`src/rtl/sh7604_ibus_arb.sv`:
```
`default_nettype none
// ============================================================================
// Module   : sh7604_ibus_arb
// Purpose  : Two-master arbiter merging the CPU/cache port (M0) and the DMAC
//            port (M1) onto the single internal bus consumed by the SH7604
//            bus state controller. Ownership is registered, decided only on
//            CE_R, and held across 4-beat cache-line bursts and locked
//            read-modify-write (TAS) sequences.
// Ports    : CLK/RST/CE_R      clock, synchronous active-high reset, enable
//            M0_* / M1_*       master request fields in, DO/BUSY out
//            IBUS_*            muxed request to the BSC, DO/BUSY from BSC
//            OWNER             debug: 00 idle, 01 M0, 10 M1
// Revision : 1.0  initial release
// ============================================================================
module sh7604_ibus_arb #(
    parameter logic DMA_PRIO = 1'b1,
    parameter logic RR       = 1'b0
) (
    input  logic        CLK,
    input  logic        RST,
    input  logic        CE_R,
    input  logic [31:0] M0_A,
    input  logic [31:0] M0_DI,
    input  logic [3:0]  M0_BA,
    input  logic        M0_WE,
    input  logic        M0_REQ,
    input  logic        M0_BURST,
    input  logic        M0_LOCK,
    output logic [31:0] M0_DO,
    output logic        M0_BUSY,
    input  logic [31:0] M1_A,
    input  logic [31:0] M1_DI,
    input  logic [3:0]  M1_BA,
    input  logic        M1_WE,
    input  logic        M1_REQ,
    input  logic        M1_BURST,
    input  logic        M1_LOCK,
    output logic [31:0] M1_DO,
    output logic        M1_BUSY,
    output logic [31:0] IBUS_A,
    output logic [31:0] IBUS_DI,
    output logic [3:0]  IBUS_BA,
    output logic        IBUS_WE,
    output logic        IBUS_REQ,
    output logic        IBUS_BURST,
    output logic        IBUS_LOCK,
    input  logic [31:0] IBUS_DO,
    input  logic        IBUS_BUSY,
    output logic [1:0]  OWNER
);

    // Encoding doubles as the OWNER debug value.
    typedef enum logic [1:0] {
        IDLE = 2'b00,
        OWN0 = 2'b01,
        OWN1 = 2'b10
    } state_t;

    state_t     state_q, state_d;
    logic [1:0] bcnt_q, bcnt_d;
    logic       last_q, last_d;   // 0 = M0 owned last, 1 = M1 owned last

    logic w_own0, w_own1, w_owned;
    logic w_req, w_burst, w_lock, w_done, w_pick_m1;

    assign w_own0  = (state_q == OWN0);
    assign w_own1  = (state_q == OWN1);
    assign w_owned = w_own0 | w_own1;

    // Fields of the current owner; only meaningful while a master owns.
    assign w_req   = w_own1 ? M1_REQ   : M0_REQ;
    assign w_burst = w_own1 ? M1_BURST : M0_BURST;
    assign w_lock  = w_own1 ? M1_LOCK  : M0_LOCK;
    assign w_done  = w_owned & w_req & ~IBUS_BUSY;

    // Tie-break for simultaneous requests.
    assign w_pick_m1 = RR ? ~last_q : DMA_PRIO;

    // ------------------------------------------------------------------
    // Slave-side mux: idle presents M0 fields with the request qualifiers
    // forced low so the BSC never sees a request between owners.
    // ------------------------------------------------------------------
    assign IBUS_A     = w_own1 ? M1_A  : M0_A;
    assign IBUS_DI    = w_own1 ? M1_DI : M0_DI;
    assign IBUS_BA    = w_own1 ? M1_BA : M0_BA;
    assign IBUS_WE    = w_own1 ? M1_WE : M0_WE;
    assign IBUS_REQ   = w_owned & w_req;
    assign IBUS_BURST = w_owned & w_burst;
    assign IBUS_LOCK  = w_owned & w_lock;

    assign M0_DO   = IBUS_DO;
    assign M1_DO   = IBUS_DO;
    assign M0_BUSY = M0_REQ & ~(w_own0 & ~IBUS_BUSY);
    assign M1_BUSY = M1_REQ & ~(w_own1 & ~IBUS_BUSY);
    assign OWNER   = state_q;

    // ------------------------------------------------------------------
    // Next-state logic
    // ------------------------------------------------------------------
    always_comb begin
        state_d = state_q;
        bcnt_d  = bcnt_q;
        last_d  = last_q;
        if (CE_R) begin
            case (state_q)
                IDLE: begin
                    if (M0_REQ && M1_REQ) begin
                        state_d = w_pick_m1 ? OWN1 : OWN0;
                        bcnt_d  = 2'd0;
                    end else if (M0_REQ) begin
                        state_d = OWN0;
                        bcnt_d  = 2'd0;
                    end else if (M1_REQ) begin
                        state_d = OWN1;
                        bcnt_d  = 2'd0;
                    end
                end
                OWN0, OWN1: begin
                    if (w_done) begin
                        if (w_burst && (bcnt_q != 2'd3)) begin
                            bcnt_d = bcnt_q + 2'd1;
                        end else if (w_lock) begin
                            // Locked: keep the bus, restart the line count.
                            bcnt_d = 2'd0;
                        end else begin
                            state_d = IDLE;
                            bcnt_d  = 2'd0;
                            last_d  = w_own1;
                        end
                    end else if (!w_req && !w_lock && (bcnt_q == 2'd0)) begin
                        // Request withdrawn outside a burst/lock.
                        state_d = IDLE;
                        last_d  = w_own1;
                    end
                    // Otherwise stall, locked gap, or mid-burst gap: hold.
                end
                default: begin
                    state_d = IDLE;
                    bcnt_d  = 2'd0;
                end
            endcase
        end
    end

    always_ff @(posedge CLK) begin
        if (RST) begin
            state_q <= IDLE;
            bcnt_q  <= 2'd0;
            last_q  <= 1'b0;
        end else begin
            state_q <= state_d;
            bcnt_q  <= bcnt_d;
            last_q  <= last_d;
        end
    end

endmodule
`default_nettype wire
```
`config.mk`:
```
export PLATFORM = sky130hd
export DESIGN_NAME = sh7604_ibus_arb
export DESIGN_NICKNAME = d
export VERILOG_FILES = /design/src/rtl/sh7604_ibus_arb.sv
export SDC_FILE = /design/constraint.sdc
export NUM_CORES = 1
export LEC_CHECK = 0
export BUFFER_PORTS_ARGS = -buffer_cell sky130_fd_sc_hd__buf_2
export CAP_MARGIN = 5
export CORE_AREA = 2 2 124 126
export CTS_CLUSTER_SIZE = 40
export DETAILED_ROUTE_END_ITERATION = 10
export DIE_AREA = 0 0 126 128
export GPL_ROUTABILITY_DRIVEN = 0
export PLACE_DENSITY = 0.44
export SYNTH_ARGS = -nofsm -noshare
export SYNTH_HDL_FRONTEND = slang
export SYNTH_SLANG_ARGS = --single-unit
export TNS_END_PERCENT = 20
```
`constraint.sdc`:
```
create_clock -name CLK -period 1.75 [get_ports CLK]
set_input_delay 0.175 -clock CLK [delete_from_list [all_inputs] [get_ports CLK]]
set_output_delay 0.175 -clock CLK [all_outputs]
set_load 0.05 [all_outputs]
```
* After elaboration in Yosys (flattened, before gate mapping)
Cells that the tools add are included.
W data, S select, Z words.
** Storage, ports and cells
- Register bits after elaboration :: 4
- Bits in latches :: 0
- RAM bits :: 0
- Bits in read-only memories :: 0
- Input port bits :: 180
- Output and inout bits :: 140
- Logic and storage cells :: 55
- Memories :: 0
** Operators by class
- Add/sub/neg operators :: 1
- $mul :: 0
- Divide/modulo/power cells :: 0
- Magnitude comparators :: 0
- Eq/ne operators :: 8
- Shifts and indexed selects :: 0
- Muxes and demuxes :: 21
- Bitwise gates (word level) :: 12
- Reductions and logical operators :: 11
** Operators with widths (count)
- $mux W32 :: 2
- $mux W2 :: 12
- $ne A3 B3 Y1 const B :: 3
- $and A1 B1 Y1 :: 8
- $pmux W2 S2 :: 2
- $reduce_and A5 Y1 :: 1
- $logic_and A1 B1 Y1 :: 4
- $logic_not A2 Y1 :: 2
- $mux W1 :: 4
- $mux W4 :: 1
- $ne A2 B2 Y1 const B :: 2
- $ne A4 B4 Y1 const B :: 1
- $not A1 Y1 :: 3
- $reduce_and A3 Y1 :: 1
- $add A2 B1 Y2 const B :: 1
- $eq A2 B1 Y1 const B :: 1
- $eq A2 B2 Y1 const B :: 1
- $logic_not A1 Y1 :: 2
- $reduce_or A2 Y1 :: 1
- $or A1 B1 Y1 :: 1

* Depth between registers and ports, before layout
- Word-level depth :: 8
- Mapped depth :: 8
- Depth with buffers taken out :: 7

* Least setup slack after synthesis
No wires, ideal clock.
- Path kind :: register -> register
- From :: register state_q[0] (netlist: OWNER[0])
- To :: register state_q[0] (netlist: OWNER[0])
- Library setup time :: 0.096 ns
- Data arrival time :: 2.536 ns
- Required time :: 1.654 ns
- Setup slack :: -0.882 ns
- Stages on the path, launching flop included :: 8
- Path buffers :: 0
- Period minus slack after synthesis :: 2.632 ns
- Cell sequence :: dfxtp_1 -> inv_1 -> ha_1 -> inv_1 -> nor2_1 -> a31oi_4 -> a211o_1 -> o41ai_2
** Between the ends
- Elaborated cells on any way between the ends :: 22
- Classes of those cells :: eq/ne (6); mux (5); bitwise (3); reduce/logical (8)
** RTL lines
- start, declared :: RTL line 59 : state_t state_q, state_d;
- start signal, assigned :: RTL line 151 : state_q <= state_d;
- $eq A2 B1 Y1 or $eq A2 B2 Y1 (tied branches)
- $or A1 B1 Y1 or $mux W1 (tied branches) :: RTL line 68, 71
- $and A1 B1 Y1 *
- via IBUS_REQ :: RTL line 44 : output logic IBUS_REQ,
- $and A1 B1 Y1 * :: RTL line 74 : assign w_done = w_owned & w_req & ~IBUS_BUSY;
- $ne A3 B3 Y1 (no line) or $mux W2 (tied branches)
- $reduce_and A5 Y1 (no line) or $pmux W2 S2 (tied branches)
The timed path passes the listed nets; every way through them passes the cells marked *.
A chain may end at the register's enable or synchronous reset.

* Worst setup path in the final report
- From :: register state_q[0] (netlist: OWNER[0])
- To :: output port IBUS_A[19]
** Between the ends
- Word-level cells in the longest chain between the ends :: 2
** Ends and longest elaborated chain
- $eq A2 B2 Y1
- $mux W32 :: RTL line 83 : assign IBUS_A = w_own1 ? M1_A : M0_A;
- end, declared :: RTL line 40 : output logic [31:0] IBUS_A,
Every way passes these cells.

==> insert_results.sql <==
INSERT INTO impl_metrics (metric_group, metric, value, unit) VALUES
('route', 'detailedRoute.firstPassIterationCount', '4', ''),
('timing', 'clock-skew-final', '0.001081', 'ns'),
('route', 'wire_per_inst', '15.26', 'um'),
('cts', 'cts_buffer_count', '3', ''),
('route', 'number_of_remaining_drc_errors', '0', ''),
('timing', 'slew_violations', '0', ''),
('logic_synthesis', 'ys.flop_type', 'sky130_fd_sc_hd__dfxtp_1', ''),
('floorplan', 'initial_utilization', '11.56', '%'),
('grt', 'gr-total-overflow', '0', ''),
('pwr', 'ir_drop', '0.7146', 'mV'),
('timing', 'max_clock_freq', '0.5650', 'GHz'),
('route', 'via_count', '2026', ''),
('logic_synthesis', 'netlist_area', '1718', 'sq um'),
('hold_path', 'hold_class', 'primary input to register', ''),
('final_layout', 'number_of_nets_in_the_final_layout', '547', ''),
('logic_synthesis', 'synth_cells', '186', ''),
('placed_design', 'port_buffers', '223', ''),
('timing', 'setup-violations-final', '38', ''),
('placed_design', 'dp_hpwl', '6.236', 'mm'),
('logic_synthesis', 'synth_seq_area_share', '4.661', '%'),
('pwr', 'power_switching_share', '47.50', '%'),
('critical_path', 'crit_path_max_fanout', '10', ''),
('pwr', 'static-leakage-power', '1.814', 'nW'),
('timing', 'grt_setup_unrepaired', 'yes', ''),
('cts', 'cts_clock_pin_slew_for_the_worst_setup_and_hold_paths', '0.03', 'ns'),
('timing', 'worst_slack', '-0.02006', 'ns'),
('critical_path', 'critical_path.endpoint_type', 'output port', ''),
('grt', 'grt_max_degree', '20', ''),
('grt', 'antenna_violations_before_repair', '0', ''),
('pwr', 'switching_power', '1.271', 'mW'),
('timing', 'timing.slew.headroom', '78.81', '%'),
('grt', 'grt_util_all_layers', '8.708', '%'),
('floorplan', 'num_rows', '45', ''),
('critical_path', 'r2r_end', 'OWNER[0]', ''),
('run_status', 'violated_checks', 'setup timing', ''),
('job', 'drv.max_cap_violation_count', '0', ''),
('pwr', 'internal_power', '1.405', 'mW'),
('floorplan', 'core-area', '14860', 'sq um'),
('floorplan', 'chip_width', '126', 'um'),
('logic_synthesis', 'synth_edf_count', '0', ''),
('final_layout', 'layoutNonFillerInstCount', '548', ''),
('final_layout', 'final_layout_size_suffix_gt1_share', '91.94', '%'),
('hold_path', 'hold_path_end', 'bcnt_q[1]', ''),
('timing', 'worst_pin_slew', '0.3165', 'ns'),
('run_status', 'outcome', 'finished with violations', ''),
('cts', 'maximum_clock_insertion_buffer_count', '2', ''),
('logic_synthesis', 'synth-warning-count', '0', ''),
('timing', 'hold_violations', '0', ''),
('hold_path', 'holdCritStartpoint', 'RST', ''),
('final_layout', 'n_fill_cell', '1582', ''),
('critical_path', 'worst-endpoint-arrival', '1.60', 'ns'),
('logic_synthesis', 'synth_async_sr_flop_share', '0', '%'),
('route', 'drtIter0Drc', '30', ''),
('critical_path', 'timing.critical_path.required', '1.57', 'ns'),
('critical_path', 'crit_type', 'register to output port', ''),
('cts', 'cts.htree.levels', '1', ''),
('critical_path', 'startpoint_type', 'register', ''),
('pwr', 'share_seq_of_total_power', '4.0', '%'),
('route', 'met2RoutedLength', '4.614', 'mm'),
('floorplan', 'die_height', '128', 'um'),
('logic_synthesis', 'syn_area_per_cell', '9.236', 'sq um'),
('critical_path', 'worstRegToRegCells', '8', ''),
('timing', 'finalWorstPathRequiredPeriod', '1.770', 'ns'),
('route', 'finalWirelength', '8.365', 'mm'),
('hold_path', 'holdPathStages', '2', ''),
('route', 'postRouteAntennaNets', '0', ''),
('grt', 'first_pass_grt_wire_length', '11.03', 'mm'),
('logic_synthesis', 'postSynthNetCount', '372', ''),
('final_layout', 'multi_input_area', '1305', 'sq um'),
('logic_synthesis', 'synth_seq_cells', '4', ''),
('final_layout', 'layout-area-overhead-vs-synth', '114.9', '%');
[Yosys cell counts (2+ instances only)]
master | number | area, sq um
sky130_fd_sc_hd__a211o_1 | 2 | 17.52
sky130_fd_sc_hd__a21boi_0 | 2 | 15.01
sky130_fd_sc_hd__buf_2 | 2 | 10.01
sky130_fd_sc_hd__buf_4 | 64 | 480.5
sky130_fd_sc_hd__clkbuf_1 | 5 | 18.77
sky130_fd_sc_hd__dfxtp_1 | 4 | 80.08
sky130_fd_sc_hd__ha_1 | 6 | 75.07
sky130_fd_sc_hd__inv_1 | 7 | 26.28
sky130_fd_sc_hd__mux2_2 | 69 | 777.0
sky130_fd_sc_hd__mux2i_1 | 3 | 30.03
sky130_fd_sc_hd__nand2b_1 | 2 | 12.51
sky130_fd_sc_hd__nor2_1 | 5 | 18.77
[timing repair]
item | 4_1_cts | 5_1_grt
cloned | 4 | 3
gates resized for setup | 162 | 43
pin swaps | 2 | 5
setup endpoints to repair | 70 | 75
buffers inserted | 5 | 2
[critical path: stages (launching register included)]
cell and delay (ns):
sky130_fd_sc_hd__dfxtp_4 0.34, sky130_fd_sc_hd__inv_4 0.06, sky130_fd_sc_hd__ha_4 0.17, sky130_fd_sc_hd__buf_6 0.14
sky130_fd_sc_hd__buf_12 0.14, sky130_fd_sc_hd__mux2_2 0.35, sky130_fd_sc_hd__buf_6 0.16
[worst max path at each step]
| stage | end | depth (start not counted) |
|---|---|---|
| 6_report | IBUS_A[19] | 6 |
| 5_1_grt | IBUS_A[1] | 6 |
| 4_1_cts | IBUS_A[10] | 6 |
| 3_5_place_dp | OWNER[0] | 7 |
| 3_3_place_gp | OWNER[0] | 7 |
| 2_1_floorplan | IBUS_A[0] | 5 |
[flip-flops by register name, indices dropped and copies added (netlist names)]
register / cells
bcnt_q: 2
OWNER: 2
[final cells by class]
| class | count | area share, % |
|---|---|---|
| timing repair buffer | 242 | 53.00 |
| multi-input combinational | 103 | 35.34 |
| tap | 188 | 6.371 |
| sequential | 4 | 2.372 |
| clock buffer | 4 | 2.135 |
| inverter | 7 | 0.7794 |
[stage by stage]
stage	TNS (ns)	hold slack, ns	utilization (%)	area (sq um)
after CTS	-1.057	0.2205	23.20	3448
after global placement	0	0.3505	18.24	2711
final	-0.2396	0.2123	24.84	3692
after detailed placement	-0.008705	0.3505	18.24	2711
after floorplan	-2.216	0.2474	-	1812
after global routing	-3.380	0.2398	24.84	3692
[routing by layer]
metal	vias up	GRT usage, %
li1	941	-
met1	914	8.780
met2	162	17.81
met3	9	2.254
met4	0	1.745
met5	-	0
[power groups by stage]
stage / Clock (mW) / Combinational, mW / Sequential [mW]
2_1_floorplan: 0 / 1.57 / 0.119
3_3_place_gp: 0 / 1.61 / 0.106
3_5_place_dp: 0 / 1.61 / 0.107
4_1_cts: 0.376 / 2.05 / 0.107
5_1_grt: 0.382 / 2.29 / 0.108
6_report: 0.374 / 2.19 / 0.106
[cell families after synthesis]
logic type	synth area share (%)
multiplexers	49.09
AND/OR/NAND/NOR	3.788
buffers and inverters	31.83
AO/OA/AOI/OAI	6.263
flip-flops	4.662
adder cells (fa/ha/maj)	4.370
(Power assumes the default switching activity.)
